`src/rtl/fp_mul_pipe_if.sv`:
```
// fp_mul_pipe_if -- handshake bundle for the pipelined floating-point multiplier.
//
// Operand side : in_valid / in_ready handshake carrying in_a, in_b.
// Result side  : out_valid / out_ready handshake carrying out_result, out_flags.
// out_flags    : {invalid, overflow, underflow, inexact}.
//
// Modports
//   master : the producer/consumer environment (drives operands and out_ready)
//   slave  : the multiplier itself
interface fp_mul_pipe_if #(
  parameter int EXP_W = 3,
  parameter int MAN_W = 4
);
  localparam int W = 1 + EXP_W + MAN_W;

  logic         in_valid;
  logic         in_ready;
  logic [W-1:0] in_a;
  logic [W-1:0] in_b;
  logic         out_valid;
  logic         out_ready;
  logic [W-1:0] out_result;
  logic [3:0]   out_flags;

  modport master (
    output in_valid, in_a, in_b, out_ready,
    input  in_ready, out_valid, out_result, out_flags
  );

  modport slave (
    input  in_valid, in_a, in_b, out_ready,
    output in_ready, out_valid, out_result, out_flags
  );
endinterface

```
`src/rtl/fp_mul_pipe.sv`:
```
// fp_mul_pipe -- three-stage pipelined multiplier for a small IEEE-754-style
// format {sign, exp[EXP_W], man[MAN_W]} with round-to-nearest-even,
// subnormals, infinities and NaN.
//
// Ports
//   clk    : rising-edge clock
//   rst_n  : asynchronous active-low reset
//   bus    : fp_mul_pipe_if.slave
//            in_valid/in_ready/in_a/in_b         operand handshake
//            out_valid/out_ready/out_result/out_flags  result handshake
//            out_flags = {invalid, overflow, underflow, inexact}
//
// Stages: p1 decode/classify, p2 significand multiply + exponent sum,
// p3 normalise/round/pack. The whole pipe advances together whenever the
// output register is empty or being drained.
module fp_mul_pipe #(
  parameter int EXP_W = 3,
  parameter int MAN_W = 4
) (
  input logic          clk,
  input logic          rst_n,
  fp_mul_pipe_if.slave bus
);

  localparam int W    = 1 + EXP_W + MAN_W;
  localparam int BIAS = (1 << (EXP_W - 1)) - 1;
  localparam int SW   = MAN_W + 1;      // significand incl. hidden bit
  localparam int PW   = 2 * MAN_W + 2;  // exact product width
  localparam int EW   = EXP_W + 6;      // internal signed exponent width
  localparam int RW   = EXP_W + MAN_W + 3;

  localparam logic signed [EW-1:0] BIAS_S   = EW'(BIAS);
  localparam logic signed [EW-1:0] ONE_S    = EW'(1);
  localparam logic signed [EW-1:0] EMAX_S   = EW'((1 << EXP_W) - 1);
  localparam logic signed [EW-1:0] MSHIFT_S = EW'(2 * MAN_W);
  localparam logic [EXP_W-1:0]     EXP_ONES = '1;

  typedef struct packed {
    logic                 sign;
    logic                 zero;
    logic                 inf;
    logic                 nan;
    logic [SW-1:0]        sig;
    logic signed [EW-1:0] ex;   // unbiased effective exponent
  } opnd_t;

  function automatic opnd_t decode(input logic [W-1:0] x);
    opnd_t            d;
    logic [EXP_W-1:0] e;
    logic [MAN_W-1:0] m;
    logic [EXP_W-1:0] e_eff;
    e      = x[W-2 -: EXP_W];
    m      = x[MAN_W-1:0];
    d.sign = x[W-1];
    d.zero = (e == '0) && (m == '0);
    d.inf  = (e == EXP_ONES) && (m == '0);
    d.nan  = (e == EXP_ONES) && (m != '0);
    d.sig  = {e != '0, m};
    // Subnormals share the exponent of the smallest normal.
    e_eff  = (e == '0) ? EXP_W'(1) : e;
    d.ex   = $signed(EW'(e_eff)) - BIAS_S;
    return d;
  endfunction

  // Normalise the exact product, denormalise if tiny, round to nearest even
  // and saturate to infinity. Returns {ovf, unf, inx, exp_field, man_field}.
  function automatic logic [RW-1:0] norm_round(input logic [PW-1:0] prod,
                                               input logic signed [EW-1:0] esum);
    logic [PW-1:0]           norm;
    logic [PW-1:0]           shifted;
    logic signed [EW-1:0]    eb;
    logic signed [EW-1:0]    sh;
    logic signed [EW-1:0]    exp_field;
    logic signed [EW-1:0]    exp_r;
    logic [EW+MAN_W-1:0]     pk;
    logic [MAN_W-1:0]        man;
    logic [MAN_W-1:0]        man_r;
    logic [EXP_W-1:0]        exp_out;
    logic                    tiny, lost, guard, sticky, rnd, ovf, inx;
    int                      k;
    k = 0;
    for (int i = 0; i < PW; i++) begin
      if (prod[i]) k = i;
    end
    norm      = prod << (PW - 1 - k);
    eb        = esum + EW'(k) - MSHIFT_S + BIAS_S;
    tiny      = (eb < ONE_S);
    shifted   = norm;
    lost      = 1'b0;
    exp_field = eb;
    if (tiny) begin
      // Shift into the subnormal grid; anything pushed off the end is sticky.
      sh        = ONE_S - eb;
      shifted   = norm >> sh;
      lost      = ((shifted << sh) != norm);
      exp_field = '0;
    end
    man    = shifted[PW-2 -: MAN_W];
    guard  = shifted[MAN_W];
    sticky = (|shifted[MAN_W-1:0]) | lost;
    rnd    = guard & (sticky | man[0]);
    // A carry out of the mantissa bumps the exponent, which also turns the
    // largest subnormal into the minimum normal.
    pk      = {exp_field, man} + {{(EW+MAN_W-1){1'b0}}, rnd};
    exp_r   = pk[EW+MAN_W-1 -: EW];
    man_r   = pk[MAN_W-1:0];
    inx     = guard | sticky;
    ovf     = (exp_r >= EMAX_S);
    exp_out = exp_r[EXP_W-1:0];
    if (ovf) begin
      exp_out = EXP_ONES;
      man_r   = '0;
      inx     = 1'b1;
    end
    return {ovf, tiny & inx, inx, exp_out, man_r};
  endfunction

  logic adv;

  opnd_t                a_p1, b_p1;
  logic                 vld_p1;

  logic                 sign_p2, nan_p2, inf_p2, zero_p2;
  logic [PW-1:0]        prod_p2;
  logic signed [EW-1:0] esum_p2;
  logic                 vld_p2;

  logic [W-1:0]         result_p3;
  logic [3:0]           flags_p3;
  logic                 vld_p3;

  logic [W-1:0]         res_c;
  logic [3:0]           flg_c;
  logic [RW-1:0]        nr_c;

  assign adv            = !vld_p3 || bus.out_ready;
  assign bus.in_ready   = adv;
  assign bus.out_valid  = vld_p3;
  assign bus.out_result = result_p3;
  assign bus.out_flags  = flags_p3;

  // ---- stage p1: decode / classify ----
  always_ff @(posedge clk) begin
    if (adv) begin
      a_p1 <= decode(bus.in_a);
      b_p1 <= decode(bus.in_b);
    end
  end

  // ---- stage p2: significand multiply, exponent sum, special class ----
  always_ff @(posedge clk) begin
    if (adv) begin
      sign_p2 <= a_p1.sign ^ b_p1.sign;
      nan_p2  <= a_p1.nan | b_p1.nan | (a_p1.inf & b_p1.zero) | (a_p1.zero & b_p1.inf);
      inf_p2  <= a_p1.inf | b_p1.inf;
      zero_p2 <= a_p1.zero | b_p1.zero;
      prod_p2 <= PW'(a_p1.sig) * PW'(b_p1.sig);
      esum_p2 <= a_p1.ex + b_p1.ex;
    end
  end

  // ---- stage p3: normalise / round / pack ----
  always_comb begin
    res_c = '0;
    flg_c = '0;
    nr_c  = norm_round(prod_p2, esum_p2);
    if (nan_p2) begin
      res_c = {1'b0, EXP_ONES, 1'b1, {(MAN_W-1){1'b0}}};
      flg_c = 4'b1000;
    end else if (inf_p2) begin
      res_c = {sign_p2, EXP_ONES, {MAN_W{1'b0}}};
    end else if (zero_p2) begin
      res_c = {sign_p2, {(W-1){1'b0}}};
    end else begin
      res_c = {sign_p2, nr_c[EXP_W+MAN_W-1:0]};
      flg_c = {1'b0, nr_c[RW-1 -: 3]};
    end
  end

  always_ff @(posedge clk or negedge rst_n) begin
    if (!rst_n) begin
      vld_p1    <= 1'b0;
      vld_p2    <= 1'b0;
      vld_p3    <= 1'b0;
      result_p3 <= '0;
      flags_p3  <= '0;
    end else if (adv) begin
      vld_p1    <= bus.in_valid;
      vld_p2    <= vld_p1;
      vld_p3    <= vld_p2;
      result_p3 <= res_c;
      flags_p3  <= flg_c;
    end
  end

endmodule
```
`src/flat_wrapper.sv`:
```
// flat-port wrapper written by rule: the top's interface ports become plain ports
module fp_mul_pipe_flat 
#(
  parameter int EXP_W = 3,
  parameter int MAN_W = 4
)
  (clk, rst_n, bus_in_valid, bus_in_a, bus_in_b, bus_out_ready, bus_in_ready, bus_out_valid, bus_out_result, bus_out_flags);
  fp_mul_pipe_if #(.EXP_W(EXP_W), .MAN_W(MAN_W)) bus_i ();
  input logic clk;
  input logic rst_n;
  input wire logic [$bits(bus_i.in_valid)-1:0] bus_in_valid;
  input wire logic [$bits(bus_i.in_a)-1:0] bus_in_a;
  input wire logic [$bits(bus_i.in_b)-1:0] bus_in_b;
  input wire logic [$bits(bus_i.out_ready)-1:0] bus_out_ready;
  output wire logic [$bits(bus_i.in_ready)-1:0] bus_in_ready;
  output wire logic [$bits(bus_i.out_valid)-1:0] bus_out_valid;
  output wire logic [$bits(bus_i.out_result)-1:0] bus_out_result;
  output wire logic [$bits(bus_i.out_flags)-1:0] bus_out_flags;
  assign bus_i.in_valid = bus_in_valid;
  assign bus_i.in_a = bus_in_a;
  assign bus_i.in_b = bus_in_b;
  assign bus_i.out_ready = bus_out_ready;
  assign bus_in_ready = bus_i.in_ready;
  assign bus_out_valid = bus_i.out_valid;
  assign bus_out_result = bus_i.out_result;
  assign bus_out_flags = bus_i.out_flags;
  fp_mul_pipe #(.EXP_W(EXP_W), .MAN_W(MAN_W)) u_core (.clk(clk), .rst_n(rst_n), .bus(bus_i));
endmodule
```
`config.mk`:
```
export PLATFORM = sky130hd
export DESIGN_NAME = fp_mul_pipe_flat
export DESIGN_NICKNAME = d
export VERILOG_FILES = /design/src/rtl/fp_mul_pipe_if.sv /design/src/rtl/fp_mul_pipe.sv /design/src/flat_wrapper.sv
export SDC_FILE = /design/constraint.sdc
export NUM_CORES = 1
export LEC_CHECK = 0
export ABC_CLOCK_PERIOD_IN_PS = 8410
export CAP_MARGIN = 20
export CORE_ASPECT_RATIO = 0.8
export CORE_MARGIN = 2
export CORE_UTILIZATION = 55
export DETAILED_ROUTE_END_ITERATION = 10
export PLACE_DENSITY = 0.8
export SYNTH_ARGS = -nofsm -noshare
export SYNTH_HDL_FRONTEND = slang
export SYNTH_SLANG_ARGS = --single-unit
```
`constraint.sdc`:
```
create_clock -name clk -period 8.41 [get_ports clk]
set_input_delay 1.2615 -clock clk [delete_from_list [all_inputs] [get_ports clk]]
set_output_delay 1.2615 -clock clk [all_outputs]
set_load 0.05 [all_outputs]
```
==> results.cfg <==
[status]
status = complete, no violations

[logic_synthesis]
yosysSeqAreaShare_pct = 29.79
netlist.area_leader.share_pct = 23.73
synth_cells = 694
ys_top_cells_by_count = 56 x nand2_1, 54 x inv_1, 49 x edfxtp_1
synth.largest_area_cell = edfxtp_1
ys_types = 90
synth_area_per_cell_sq_um = 8.933
async_flop_share_pct = 23.44
synthFlopType = edfxtp_1
synth_nets = 768
ys_top_cells_by_area = edfxtp_1 24%, ha_1 7.9%, dfrtp_1 6.1%
yosysWarnings = 0
synth.most_common_cell = nand2_1
synth_edf_count = 49
ys_ff_latch = 64
synthesis.area_sq_um = 6200

[drt]
wl_mm = 15.26
first_pass_iters = 5
vias = 5507
via_per_inst = 6.411
drtIter0Drc = 714
post_drt_wl_per_cell_microns = 17.76
drcViolationCount = 0
ant_nets = 0

[cts]
cts-htree-levels = 3
path_clk_slew_ns = 0.06
cts_sinks = 64
ctsLongestPathBuffers = 2
cts_root_buffer = clkbuf_16
cts_resized = 0
cts_tree = built
postCtsSetupRepairBufs = 0
cts_buffers = 9
clk_latency_ns = 0.32
hold_buffers = 0

[critical_path]
crit_fanout = 15
cp_slowest_stage_delay_ns = 0.61
worstSetupEndpoint = u_core.bus.out_result[6]
worstPathArrival_ns = 7.03
cp_common_cell = ha_1
cp-end-kind = register
start_kind = register
reg2reg_slack_ns = 1.59
cp.required_ns = 8.62
worst_path_max_delay_cell = edfxtp_1
reg2reg_from = u_core.prod_p2[5]
crit_start = u_core.prod_p2[5]
critPathKind = reg -> reg
reg2regPathDepth = 25
r2r_end = u_core.bus.out_result[6]

[timing]
fin_crit_sh_pct = 81.14
slew_violations = 0
hold_viol = 0
setup_viol = 0
max_freq_mhz = 146.6
setup_slack_ns = 1.586
clock_skew_ns = 0.003439
tns_ns = 0
slew_headroom_pct = 34.84
fin_crit_ns = 6.824
rsz0062_at_grt = no
worst_slew_pin_slew_ns = 0.9760

[grt]
grt_max_degree = 51
track_usage_pct = 26.40
first_global_vias = 5392
grt_pass1_wl_mm = 25.75
antenna_found_initial = 0
grt_overflow = 0

[place]
place_congestion = 0.9911
hpwl_mm = 11.42
post_dp_cell_area_sq_um = 6604
dpl.cell_count = 843
numPortBuffers = 33
dp_slack_ns = 1.770

[floorplan]
io_pins = 34
die_h_microns = 98.96
core_sq_um = 10930
die_w_microns = 122.7
dieArea_sq_um = 12140
start_util_pct = 56.71
num_rows = 34

[layout]
syn_to_final_growth_pct = 11.44
finalInstanceArea_sq_um = 6909
final_cells = 859
nNetsFinal = 784
drive_gt1_share_pct = 8.951
n_antenna_cell = 0

[worst_hold_path]
min_path_type = reg -> reg
min_from = u_core.vld_p2

[job]
maxCapViolations = 0
sequential cells by signal, summed over array words and instances, names as in the netlist:
name / cells
u_core.a_p1: 13
u_core.b_p1: 13
u_core.prod_p2: 10
u_core.esum_p2: 9
u_core.bus.out_result: 8
u_core.bus.out_flags: 4
u_core.bus.out_valid: 1
u_core.inf_p2: 1
u_core.nan_p2: 1
u_core.sign_p2: 1
u_core.vld_p1: 1
u_core.vld_p2: 1
u_core.zero_p2: 1
layer usage:
| metal | share of wire, % | global-route usage [%] |
|---|---|---|
| met1 | 43 | 34.91 |
| met5 | 0 | 0 |
| met3 | 6.7 | 3.877 |
| met4 | 3.1 | 10.08 |
| met2 | 47 | 43.69 |
per-stage QoR:
step	util, %	hold WS, ns
after floorplan	-	0.4334
after global placement	60.40	0.4395
after detailed placement	60.40	0.4512
after CTS	63.20	0.4638
after global routing	63.20	0.4735
final	63.20	0.4607
worst min-delay path by stage:
| stage | to | slack [ns] | cells past startpoint |
|---|---|---|---|
| global placement | u_core.bus.out_valid | 0.44 | 1 |
| detailed placement | u_core.bus.out_valid | 0.45 | 1 |
| global route | u_core.bus.out_valid | 0.47 | 1 |
| floorplan | u_core.bus.out_valid | 0.43 | 1 |
| finish | u_core.bus.out_valid | 0.46 | 1 |
| CTS | u_core.bus.out_valid | 0.46 | 1 |
cell families (layout without fill, tap and decap cells):
logic type                 Yosys count  count (layout)  share of synthesized area, %
adders and majority gates           54              54                         12.71
buffers and inverters               88             109                         5.671
AOI/OAI and AO/OA                  207             207                         25.59
and+or+nand+nor                    246             246                         20.46
DFF                                 64              64                         29.79
muxes                               10              10                         1.756
xor gates and xnor gates            25              25                         4.016
layout make-up:
cell class	count	area [sq um]
Clock inverter	7	80.08
Clock buffer	9	225.2
Timing Repair Buffer	38	367.9
Tap cell	144	180.2
Inverter	55	207.7
Fill cell	888	4024
Multi-Input combinational cell	542	4001
Sequential cell	64	1847
critical path, delay by kind of cell, from the launching register on:
family	cells	cell delay, ns
XOR/XNOR	1	0.16
buffers and inverters	3	0.24
flip-flops	1	0.61
AND/OR/NAND/NOR	7	1.80
AO/OA/AOI/OAI	9	2.40
adder cells (fa/ha/maj)	5	1.47
layout by cell type (no fill, tap or decap), drive strengths merged, types with 5 or more instances in the layout:
master,instances
nand4,14
fa,15
o31ai,9
nand3,25
nand2,57
o211ai,17
buf,5
nor4,7
o21ai,30
o21bai,5
inv,56
mux2i,6
a22oi,7
or3,5
or2,12
a21oi,33
a31oi,11
nand2b,12
a21o,13
xor2,8
nor3,19
xnor2,17
nor2,48
clkdlybuf4s50,33
and2,20
dfrtp,15
ha,39
a211oi,10
o221ai,7
nor2b,16
clkbuf,9
o22ai,7
edfxtp,49
Power is left out: the tool's default activity adds up to more than one toggle a clock period on the data nets, which glitch-free logic cannot reach.
